**src/rtl/oai211_sweep_ctrl.sv**
```systemverilog
// Built-in self-test sequencer for a single OAI211 cell (ZN = ~((C1|C2)&A&B)).
// Walks all 16 input vectors in ascending order, holds each for SETTLE_CYCLES,
// samples ZN, and accumulates mismatch count plus the first failing vector.
module oai211_sweep_ctrl #(
    parameter int unsigned SETTLE_CYCLES = 2
) (
    input  logic       clk,
    input  logic       rst_n,
    input  logic       start,
    input  logic       abort,
    output logic       dut_a,
    output logic       dut_b,
    output logic       dut_c1,
    output logic       dut_c2,
    input  logic       dut_zn,
    output logic       busy,
    output logic       done,
    output logic       pass,
    output logic [4:0] err_count,
    output logic [3:0] first_fail_vec,
    output logic       first_fail_valid
);

    localparam int unsigned VEC_W = 4;
    localparam int unsigned CNT_W = 4;
    localparam int unsigned ERR_W = 5;

    localparam logic [CNT_W-1:0] CNT_RELOAD = CNT_W'(SETTLE_CYCLES - 1);
    localparam logic [VEC_W-1:0] VEC_LAST   = {VEC_W{1'b1}};

    typedef enum logic [1:0] {
        ST_IDLE   = 2'd0,
        ST_SETTLE = 2'd1,
        ST_SAMPLE = 2'd2,
        ST_DONE   = 2'd3
    } state_e;

    state_e             state_q, state_d;
    logic [VEC_W-1:0]   vec_q, vec_d;
    logic [CNT_W-1:0]   cnt_q, cnt_d;
    logic [ERR_W-1:0]   err_q, err_d;
    logic [VEC_W-1:0]   ffv_q, ffv_d;
    logic               ffvalid_q, ffvalid_d;
    logic               pass_q, pass_d;
    logic               busy_q, busy_d;
    logic               done_q, done_d;
    logic [VEC_W-1:0]   drive_q, drive_d;

    logic               exp_c;
    logic               mismatch_c;

    // Golden OAI211 response for the vector currently applied.
    always_comb begin
        exp_c      = ~((vec_q[1] | vec_q[0]) & vec_q[3] & vec_q[2]);
        mismatch_c = (dut_zn != exp_c);
    end

    // Next-state and registered-output computation.
    always_comb begin
        state_d   = state_q;
        vec_d     = vec_q;
        cnt_d     = cnt_q;
        err_d     = err_q;
        ffv_d     = ffv_q;
        ffvalid_d = ffvalid_q;
        pass_d    = pass_q;

        case (state_q)
            ST_IDLE: begin
                if (start) begin
                    vec_d     = '0;
                    err_d     = '0;
                    ffv_d     = '0;
                    ffvalid_d = 1'b0;
                    pass_d    = 1'b0;
                    cnt_d     = CNT_RELOAD;
                    state_d   = ST_SETTLE;
                end
            end

            ST_SETTLE: begin
                if (abort) begin
                    pass_d  = 1'b0;
                    state_d = ST_IDLE;
                end else if (cnt_q == '0) begin
                    state_d = ST_SAMPLE;
                end else begin
                    cnt_d = cnt_q - CNT_W'(1);
                end
            end

            ST_SAMPLE: begin
                if (abort) begin
                    // Compare in the abort cycle is intentionally dropped.
                    pass_d  = 1'b0;
                    state_d = ST_IDLE;
                end else begin
                    if (mismatch_c) begin
                        err_d = err_q + ERR_W'(1);
                        if (!ffvalid_q) begin
                            ffv_d     = vec_q;
                            ffvalid_d = 1'b1;
                        end
                    end
                    if (vec_q == VEC_LAST) begin
                        // Verdict uses the count including the final vector.
                        pass_d  = (err_d == '0);
                        state_d = ST_DONE;
                    end else begin
                        vec_d   = vec_q + VEC_W'(1);
                        cnt_d   = CNT_RELOAD;
                        state_d = ST_SETTLE;
                    end
                end
            end

            ST_DONE: begin
                state_d = ST_IDLE;
            end

            default: begin
                state_d = ST_IDLE;
            end
        endcase

        busy_d  = (state_d == ST_SETTLE) || (state_d == ST_SAMPLE);
        done_d  = (state_d == ST_DONE);
        drive_d = busy_d ? vec_d : '0;
    end

    // State and result registers.
    always_ff @(posedge clk or negedge rst_n) begin
        if (!rst_n) begin
            state_q   <= ST_IDLE;
            vec_q     <= '0;
            cnt_q     <= '0;
            err_q     <= '0;
            ffv_q     <= '0;
            ffvalid_q <= 1'b0;
            pass_q    <= 1'b0;
            busy_q    <= 1'b0;
            done_q    <= 1'b0;
            drive_q   <= '0;
        end else begin
            state_q   <= state_d;
            vec_q     <= vec_d;
            cnt_q     <= cnt_d;
            err_q     <= err_d;
            ffv_q     <= ffv_d;
            ffvalid_q <= ffvalid_d;
            pass_q    <= pass_d;
            busy_q    <= busy_d;
            done_q    <= done_d;
            drive_q   <= drive_d;
        end
    end

    // Port mapping: {A,B,C1,C2} = applied vector.
    always_comb begin
        dut_a            = drive_q[3];
        dut_b            = drive_q[2];
        dut_c1           = drive_q[1];
        dut_c2           = drive_q[0];
        busy             = busy_q;
        done             = done_q;
        pass             = pass_q;
        err_count        = err_q;
        first_fail_vec   = ffv_q;
        first_fail_valid = ffvalid_q;
    end

endmodule

```
**config.mk**
```make
export PLATFORM = sky130hd
export DESIGN_NAME = oai211_sweep_ctrl
export DESIGN_NICKNAME = d
export VERILOG_FILES = /design/src/rtl/oai211_sweep_ctrl.sv
export SDC_FILE = /design/constraint.sdc
export NUM_CORES = 1
export LEC_CHECK = 0
export CAP_MARGIN = 40
export CORE_UTILIZATION = 53
export DETAILED_ROUTE_END_ITERATION = 6
export PLACE_DENSITY = 0.84
export SLEW_MARGIN = 10
export SYNTH_ARGS = -nofsm -noshare
export SYNTH_HDL_FRONTEND = slang
export SYNTH_SLANG_ARGS = --single-unit
```
**constraint.sdc**
```tcl
create_clock -name clk -period 3.4 [get_ports clk]
set_input_delay 0.34 -clock clk [delete_from_list [all_inputs] [get_ports clk]]
set_output_delay 0.34 -clock clk [all_outputs]
set_load 0.01 [all_outputs]
```
Word level (Yosys, flattened, before mapping). Cells that the tools add are included.

Bits in registers: 27. Input bits: 5. Output and inout port bits: 17. Logic and storage cells: 81.

Add/subtract/negate cells: 3. Equal/unequal tests: 17. Mux-type cells: 36. Bitwise gates (word level): 4. Reduce and logical (&&, ||, !) cells: 11.

Operator list (number): $mux W4 (13); $mux W5 (5); $ne A2 B2 Y1 const B (8); $pmux W4 S2 (2); $pmux W4 S3 (1); $mux W2 (5); $pmux W5 S2 (1); $eq A2 B2 Y1 const B (4); $pmux W2 S4 (1); $reduce_and A4 Y1 (2); $mux W1 (6); $reduce_and A6 Y1 (1); $add A5 B1 Y5 const B (1); $logic_not A5 Y1 (1); $reduce_and A5 Y1 (1); $add A4 B1 Y4 const B (1); $eq A2 B1 Y1 const B (2); $eq A4 B4 Y1 const B (1); $logic_not A4 Y1 (1); $sub A4 B1 Y4 const B (1); $ne A3 B3 Y1 const B (1); $pmux W1 S3 (1); $reduce_and A3 Y1 (1); $reduce_bool A3 Y1 (1); 8 further kinds (9).

Longest topological paths before layout. Gate-level depths: netlist of run 1.

Depth after elaboration: 12. Gate-level depth with buffers: 8. Mapped depth without buffers: 7.

Least setup slack after synthesis of run 1. OpenSTA, ideal clock, no wires.

Path kind: register to register. Start: reg cnt_q[0]. End: reg drive_q[0]. Library setup time: 0.119 ns. Arrival: 1.663 ns. Required time: 3.281 ns. Slack: 1.618 ns. Stages on the path, launching flop included: 8. Buffers on the path: 0. Clock period less this slack: 1.782 ns. Cells stage by stage: dfrtp_1 > inv_1 > ha_1 > nor3b_1 > or3_4 > nand2_1 > ha_1 > and2_1.

Word-level cells in the longest chain between the ends: 7. Elaborated cells on any way between the ends: 8. Those cells by class: eq/ne (2); mux (4); reduce/logical (2).

RTL lines: from (decl) (RTL line 40) `logic [CNT_W-1:0] cnt_q, cnt_d;`; from (signal assigned) (RTL line 147) `cnt_q <= cnt_d;`; $logic_not A4 Y1 (*) (RTL line 85) `end else if (cnt_q == '0) begin`; $mux W2 (*) (RTL line 85); $mux W2 (*) (RTL line 82) `if (abort) begin`; $pmux W2 S4 (*) (RTL line 68) `case (state_q)`; named net state_d[0] (RTL line 38) `state_e state_q, state_d;`; $eq A2 B1 Y1 / $eq A2 B2 Y1 (equally long branches) (RTL line 126) `busy_d = (state_d == ST_SETTLE) || (state_d == ST_SAMPLE);`; $logic_or A1 B1 Y1 (*) (RTL line 126); named net busy_d (RTL line 45) `logic busy_q, busy_d;`; $mux W4 (*) (RTL line 128) `drive_d = busy_d ? vec_d : '0;`; named net drive_d[0] (RTL line 47) `logic [VEC_W-1:0] drive_q, drive_d;`; to (signal assigned) (RTL line 154) `drive_q <= drive_d;`; to (decl) (RTL line 47).

The timed path passes the listed nets; every way through them passes the cells marked *. A chain may end at the register's enable or synchronous reset.

Final worst setup path of run 1.
Start: reg state_q[1]. End: reg drive_q[0].

Word-level cells in the longest chain between the ends: 6. Elaborated cells on any way between the ends: 13. Those cells by class: eq/ne (5); mux (6); reduce/logical (2).

RTL lines: from (decl) (RTL line 38); from (signal assigned) (RTL line 145) `state_q <= state_d;`; $mux W2 (RTL line 85); $mux W2 (RTL line 82); $pmux W2 S4 (*) (RTL line 68); named net state_d[1] (RTL line 38); $eq A2 B1 Y1 / $eq A2 B2 Y1 (equally long branches) (RTL line 126); $logic_or A1 B1 Y1 (*) (RTL line 126); named net busy_d (RTL line 45); $mux W4 (*) (RTL line 128); named net drive_d[0] (RTL line 47).

Marks and branches as above.

==> results.yml, run 1 <==
cells_and_area:
  nFillCells: 195
  insertedDiodeCount: 0
  syn2layout_area_growth_pct: 18.4
  final_layout_size_suffix_gt1_frac: 0.0926
  final_cells: 192
  nets: 174
clocking:
  h-tree-depth: 1
  ctsResizeCount: 0
  clk_pin_slew_ps: 160
  holdBufCountCts: 0
  root_buffer: "clkbuf_4"
  cts_sinks: 27
  cts_buffer_depth: 2
  cts_buffers: 3
  tritoncts: "built"
  cts_setup_buffers: 0
  clk_latency_ps: 330
yosys:
  yosys_register_bits: 27
  synth-main-ff-cell: "dfrtp_1"
  ys_types: 42
  yosys.area.top_type: "dfrtp_1"
  ys_async_sr_fraction: 1.00
  synth_top_area_share: 0.472
  seq_area_frac_synth: 0.472
  synthCells: 142
  syn-num-nets: 153
  synth.avg_cell_area_sq_um: 10.1
  synth.area.top_cells: "dfrtp_1 (47%), ha_1 (5.2%), nand2_1 (4.5%), a21oi_1 (3.5%), nand4_1 (2.2%)"
  yosys_warnings: 0
  syn_area_sq_um: 1430
  synth_edf_count: 0
drt:
  vias: 1131
  detail-route-antenna-nets: 0
  route.detailed.drc: 0
  drtPass1Iterations: 4
  detail_route.iter0.violations: 26
  routedWlPerCell_microns: 16.2
  drt_wl_total_microns: 3110
  drt-vias-per-instance: 5.89
floorplanning:
  num_io_pins: 22
  core-area_sq_um: 2520
  die_area_sq_um: 2910
  die_h_microns: 54.0
  dieWidth_microns: 54.0
  initial_utilization: 0.567
  placementRows: 18
setup_path:
  slowest_delay_ps: 650
  arrival_ps: 2430
  start_kind: "flop"
  path_class: "flop to flop"
  end_kind: "flop"
  cp.required_ps: 3640
  cpMaxStageDelayCell: "nor2b_1"
  path_max_fanout: 10
  reg2reg_slack_ps: 1210
  worstPathCellList: "nor2b_1 -> nand4_1 -> a21oi_1 -> ha_1 -> and2_1"
global_route:
  first_global_vias: 1070
  grt_usage: 0.243
  grt-ovfl-total: 0
  grt_antenna_before_repair: 0
  grt_max_degree: 17
  grt_pass1_wl_microns: 4970
timing:
  fmax_ghz: 0.456
  hold_violations: 0
  holdWs_ps: 409
  final.setup.tns_ps: 0
  fin_crit_sh: 0.645
  worstMarginPinSlew_ps: 740
  maxSlewHeadroom: 0.506
  fin_worst_skew_ps: 8.09
  timing.final.ws_setup_ps: 1210
  setup_viol: 0
  finalWorstPathRequiredPeriod_ps: 2190
  maxSlewViolCount: 0
  grt_setup_unrepaired: "false"
placed_design:
  pre_cts_ws_ps: 1270
  portBuffers: 21
  dp.cells: 188
  dp_hpwl_microns: 2340
  gp_congestion: 0.866
power:
  peakVddDrop_mv: 0.455
  power_density_nw_per_um2: 479
  p_total_mw: 0.812
  leakagePower_nw: 0.737
worst_hold_path:
  hp-class: "input pin to async pin"
job:
  cap_viol_max_count: 0
run_status:
  status: "complete, no violations"
-- sequential cells by signal, indices dropped and copies added (netlist names) --
register          flops
first_fail_valid      1
pass                  1
drive_q               4
first_fail_vec        4
vec_q                 4
state_q               2
busy                  1
cnt_q                 4
done                  1
err_count             5
-- routing by layer --
| metal | vias up | part of all wire | GRT usage |
|---|---|---|---|
| met5 | - | 0 | 0 |
| met2 | 34 | 0.50 | 0.430 |
| met4 | 0 | 0.0045 | 0.0513 |
| li1 | 541 | - | - |
| met3 | 2 | 0.049 | 0.0424 |
| met1 | 554 | 0.45 | 0.308 |
-- per-stage QoR --
step	cell area, sq um	util
2_1_floorplan	1430	-
3_3_place_gp	1640	0.650
3_5_place_dp	1670	0.661
4_1_cts	1690	0.672
5_1_grt	1690	0.672
6_report	1690	0.672
-- layout by cell type, fill, tap and decap left out, types with 4 or more instances in the layout --
| master | instances |
|---|---|
| o21ai_0 | 5 |
| nand2_1 | 17 |
| clkdlybuf4s50_1 | 21 |
| nand4_1 | 5 |
| nor2b_1 | 4 |
| nand3_1 | 4 |
| a21oi_1 | 10 |
| dfrtp_1 | 27 |
| and2_1 | 4 |
| nand2b_1 | 4 |
| nor2_1 | 6 |
| o21ai_1 | 6 |
| inv_1 | 5 |
| ha_1 | 6 |
-- logic make-up (layout without fill, tap and decap cells) --
family / Yosys count / count (layout) / synth area share
xor+xnor: 5 / 5 / 0.0358
fa+ha+maj: 6 / 6 / 0.0524
flops: 27 / 27 / 0.472
buf+inv: 11 / 31 / 0.0411
compound gates: 40 / 40 / 0.189
simple gates: 53 / 53 / 0.210
-- critical path: cells and delay by family (launching register included) --
kind                     cells  cell delay (ps)
flip-flops                   1              520
AND/OR/NAND/NOR              3             1020
adder cells (fa/ha/maj)      1              310
AO/OA/AOI/OAI                1              260
-- synth_stat cells (2+ instances only) --
library cell  number
o21ai_0            5
xnor2_1            2
a22o_1             2
nand4_1            5
o22ai_1            2
nand3_1            4
dfrtp_1           27
a31oi_1            2
o31ai_1            2
buf_2              2
nand2b_1           4
o21ai_1            6
ha_1               6
nor2_1             6
xor2_1             2
nand2_1           17
buf_4              2
nor2b_1            4
inv_1              5
and2_1             4
nor3_1             3
a21oi_1           10
-- final cells by class --
class | count | area [sq um] | area share
Tap cell | 30 | 37.5 | 0.0222
Clock inverter | 1 | 5.00 | 0.00295
Timing Repair Buffer | 22 | 238 | 0.140
Sequential cell | 27 | 676 | 0.399
Inverter | 5 | 18.8 | 0.0111
Clock buffer | 3 | 22.5 | 0.0133
Multi-Input combinational cell | 104 | 697 | 0.411
-- path summary, 6_finish.rpt --
path	from	end	depth (start not counted)
max	state_q[1]$_DFF_PN0_	drive_q[0]$_DFF_PN0_	5
min	rst_n	cnt_q[3]$_DFFE_PN0P_	1
max reg2reg	state_q[1]$_DFF_PN0_	drive_q[0]$_DFF_PN0_	5
min reg2reg	first_fail_vec[0]$_DFFE_PN0P_	first_fail_vec[0]$_DFFE_PN0P_	1
max in group asynchronous	rst_n	first_fail_vec[3]$_DFFE_PN0P_	2
min in group clk	first_fail_vec[0]$_DFFE_PN0P_	first_fail_vec[0]$_DFFE_PN0P_	1
-- power by group --
| group | internal [mW] | switching [mW] |
|---|---|---|
| Combinational | 0.112 | 0.143 |
| Clock | 0.0441 | 0.0989 |
| Sequential | 0.362 | 0.0521 |
| Total | 0.518 | 0.294 |
(Power assumes the default switching activity.)
==> inputs of run 2 (changes only) <==
Settings changed: CORE_UTILIZATION 53 to 47, PLACE_DENSITY 0.84 to 0.79.
Clock period 3.4 ns to 1.94 ns, I/O delays scaled along.
==> results.yml, run 2 (synthesis results as in run 1) <==
placed_design:
  gp_congestion: 0.807
  portBuffers: 21
  dp.cells: 195
  place_area_sq_um: 1690
  dp_hpwl_microns: 2300
timing:
  setup_viol: 0
  fin_crit_sh: 0.956
  hold_violations: 0
  fmax_ghz: 0.539
  maxSlewHeadroom: 0.736
  fin_worst_skew_ps: 4.70
  finalWorstPathRequiredPeriod_ps: 1860
  holdWs_ps: 221
  maxSlewViolCount: 0
  worstMarginPinSlew_ps: 392
clocking:
  root_buffer: "clkbuf_4"
  cts_sinks: 27
  tritoncts: "built"
  cts_buffers: 3
  clk_latency_ps: 330
  cts_buffer_depth: 2
  clk_pin_slew_ps: 140
  h-tree-depth: 1
  holdBufCountCts: 0
setup_path:
  reg2reg_slack_ps: 80
  reg2reg_to: "drive_q[2]$_DFF_PN0_"
  worstPathCellList: "inv_1 -> ha_1 -> nor3b_2 -> nand2_1 -> a21oi_1 -> ha_4 -> and2_1"
  r2r_start: "cnt_q[1]$_DFFE_PN0P_"
  reg2reg_depth: 7
  cpMaxStageDelayCell: "dfrtp_1"
  path_max_fanout: 5
  cp.required_ps: 2180
  path_class: "flop to flop"
  end_kind: "flop"
  cp_top_family: "simple AND/OR/NAND/NOR gates"
  start_kind: "flop"
  crit_buf_inv: 1
  arrival_ps: 2090
  slowest_delay_ps: 430
worst_hold_path:
  hp-class: "input pin to async pin"
drt:
  drtPass1Iterations: 7
  drt-vias-per-instance: 5.81
  detail-route-antenna-nets: 0
  vias: 1161
  detail_route.iter0.violations: 57
  routedWlPerCell_microns: 15.8
  route.detailed.drc: 3
  drt_wl_total_microns: 3170
run_status:
  violations: "design-rule violations"
  status: "finished, violations left"
floorplanning:
  die_h_microns: 57.2
  num_io_pins: 22
  initial_utilization: 0.506
  die_area_sq_um: 3270
  placementRows: 19
  core-area_sq_um: 2830
  dieWidth_microns: 57.2
global_route:
  grt_max_degree: 28
  grt_usage: 0.211
  grt_pass1_wl_microns: 5310
  first_global_vias: 1134
  grt_antenna_before_repair: 0
  grt-ovfl-total: 0
cells_and_area:
  nets: 181
  fin_area_sq_um: 1740
  final_cells: 200
  largest_register_ffs: 5
  final_cell_mix: "dfrtp_1 (27), clkdlybuf4s50_1 (21), nand2_1 (17), a21oi_1 (10), buf_4 (8)"
  insertedDiodeCount: 0
  syn2layout_area_growth_pct: 21.9
  final_layout_size_suffix_gt1_frac: 0.136
  final_common_cell: "dfrtp_1"
  nFillCells: 248
power:
  leakagePower_nw: 0.764
  power_density_nw_per_um2: 848
  peakVddDrop_mv: 0.717
job:
  cap_viol_max_count: 0
-- run 2: final cells by class --
| type | instances | area, sq um | share of cell area |
|---|---|---|---|
| clock buffers | 4 | 26.3 | 0.0151 |
| multi-input cells | 104 | 714 | 0.410 |
| flip-flops and latches | 27 | 676 | 0.387 |
| repair buffers | 29 | 270 | 0.155 |
| well taps | 31 | 38.8 | 0.0222 |
| inverters | 5 | 18.8 | 0.0108 |
-- run 2: what timing repair did --
action                     4_1_cts  5_1_grt
setup endpoints to repair        4        4
buffers inserted                 0        1
gates resized for setup          1        1
-- run 2: stage by stage --
stage | TNS (ps) | power (mW) | setup slack [ps] | utilization
global route | -30.1 | 1.57 | -22.7 | 0.617
finish | 0 | 1.48 | 84.5 | 0.617
floorplan | 0 | 1.02 | 158 | -
CTS | 0 | 1.46 | 18.7 | 0.609
global placement | 0 | 1.17 | 145 | 0.598
detailed placement | 0 | 1.20 | 9.92 | 0.598
-- run 2: metal layers --
layer / global-route usage / routed length [microns] / vias to the layer above
li1: - / - / 558
met1: 0.275 / 1440 / 558
met2: 0.361 / 1560 / 36
met3: 0.0272 / 103 / 9
met4: 0.0801 / 65 / 0
met5: 0 / 0 / -
-- run 2: how the worst max path moves through the flow --
stage,cells past startpoint,startpoint,slack [ps],endpoint
after floorplan,7,cnt_q[0]$_DFFE_PN0P_,160,drive_q[0]$_DFF_PN0_
after global placement,7,cnt_q[1]$_DFFE_PN0P_,140,drive_q[2]$_DFF_PN0_
after detailed placement,7,cnt_q[1]$_DFFE_PN0P_,10,drive_q[2]$_DFF_PN0_
after CTS,7,cnt_q[1]$_DFFE_PN0P_,20,drive_q[2]$_DFF_PN0_
after global routing,7,cnt_q[1]$_DFFE_PN0P_,-20,drive_q[2]$_DFF_PN0_
final,7,cnt_q[1]$_DFFE_PN0P_,80,drive_q[2]$_DFF_PN0_
-- run 2: power breakdown --
part	leakage (nW)	switching (mW)	internal [mW]	total, mW
clock	0.0150	0.168	0.0807	0.249
sequential	0.368	0.0846	0.635	0.720
combinational	0.381	0.270	0.240	0.510
total	0.764	0.523	0.956	1.48
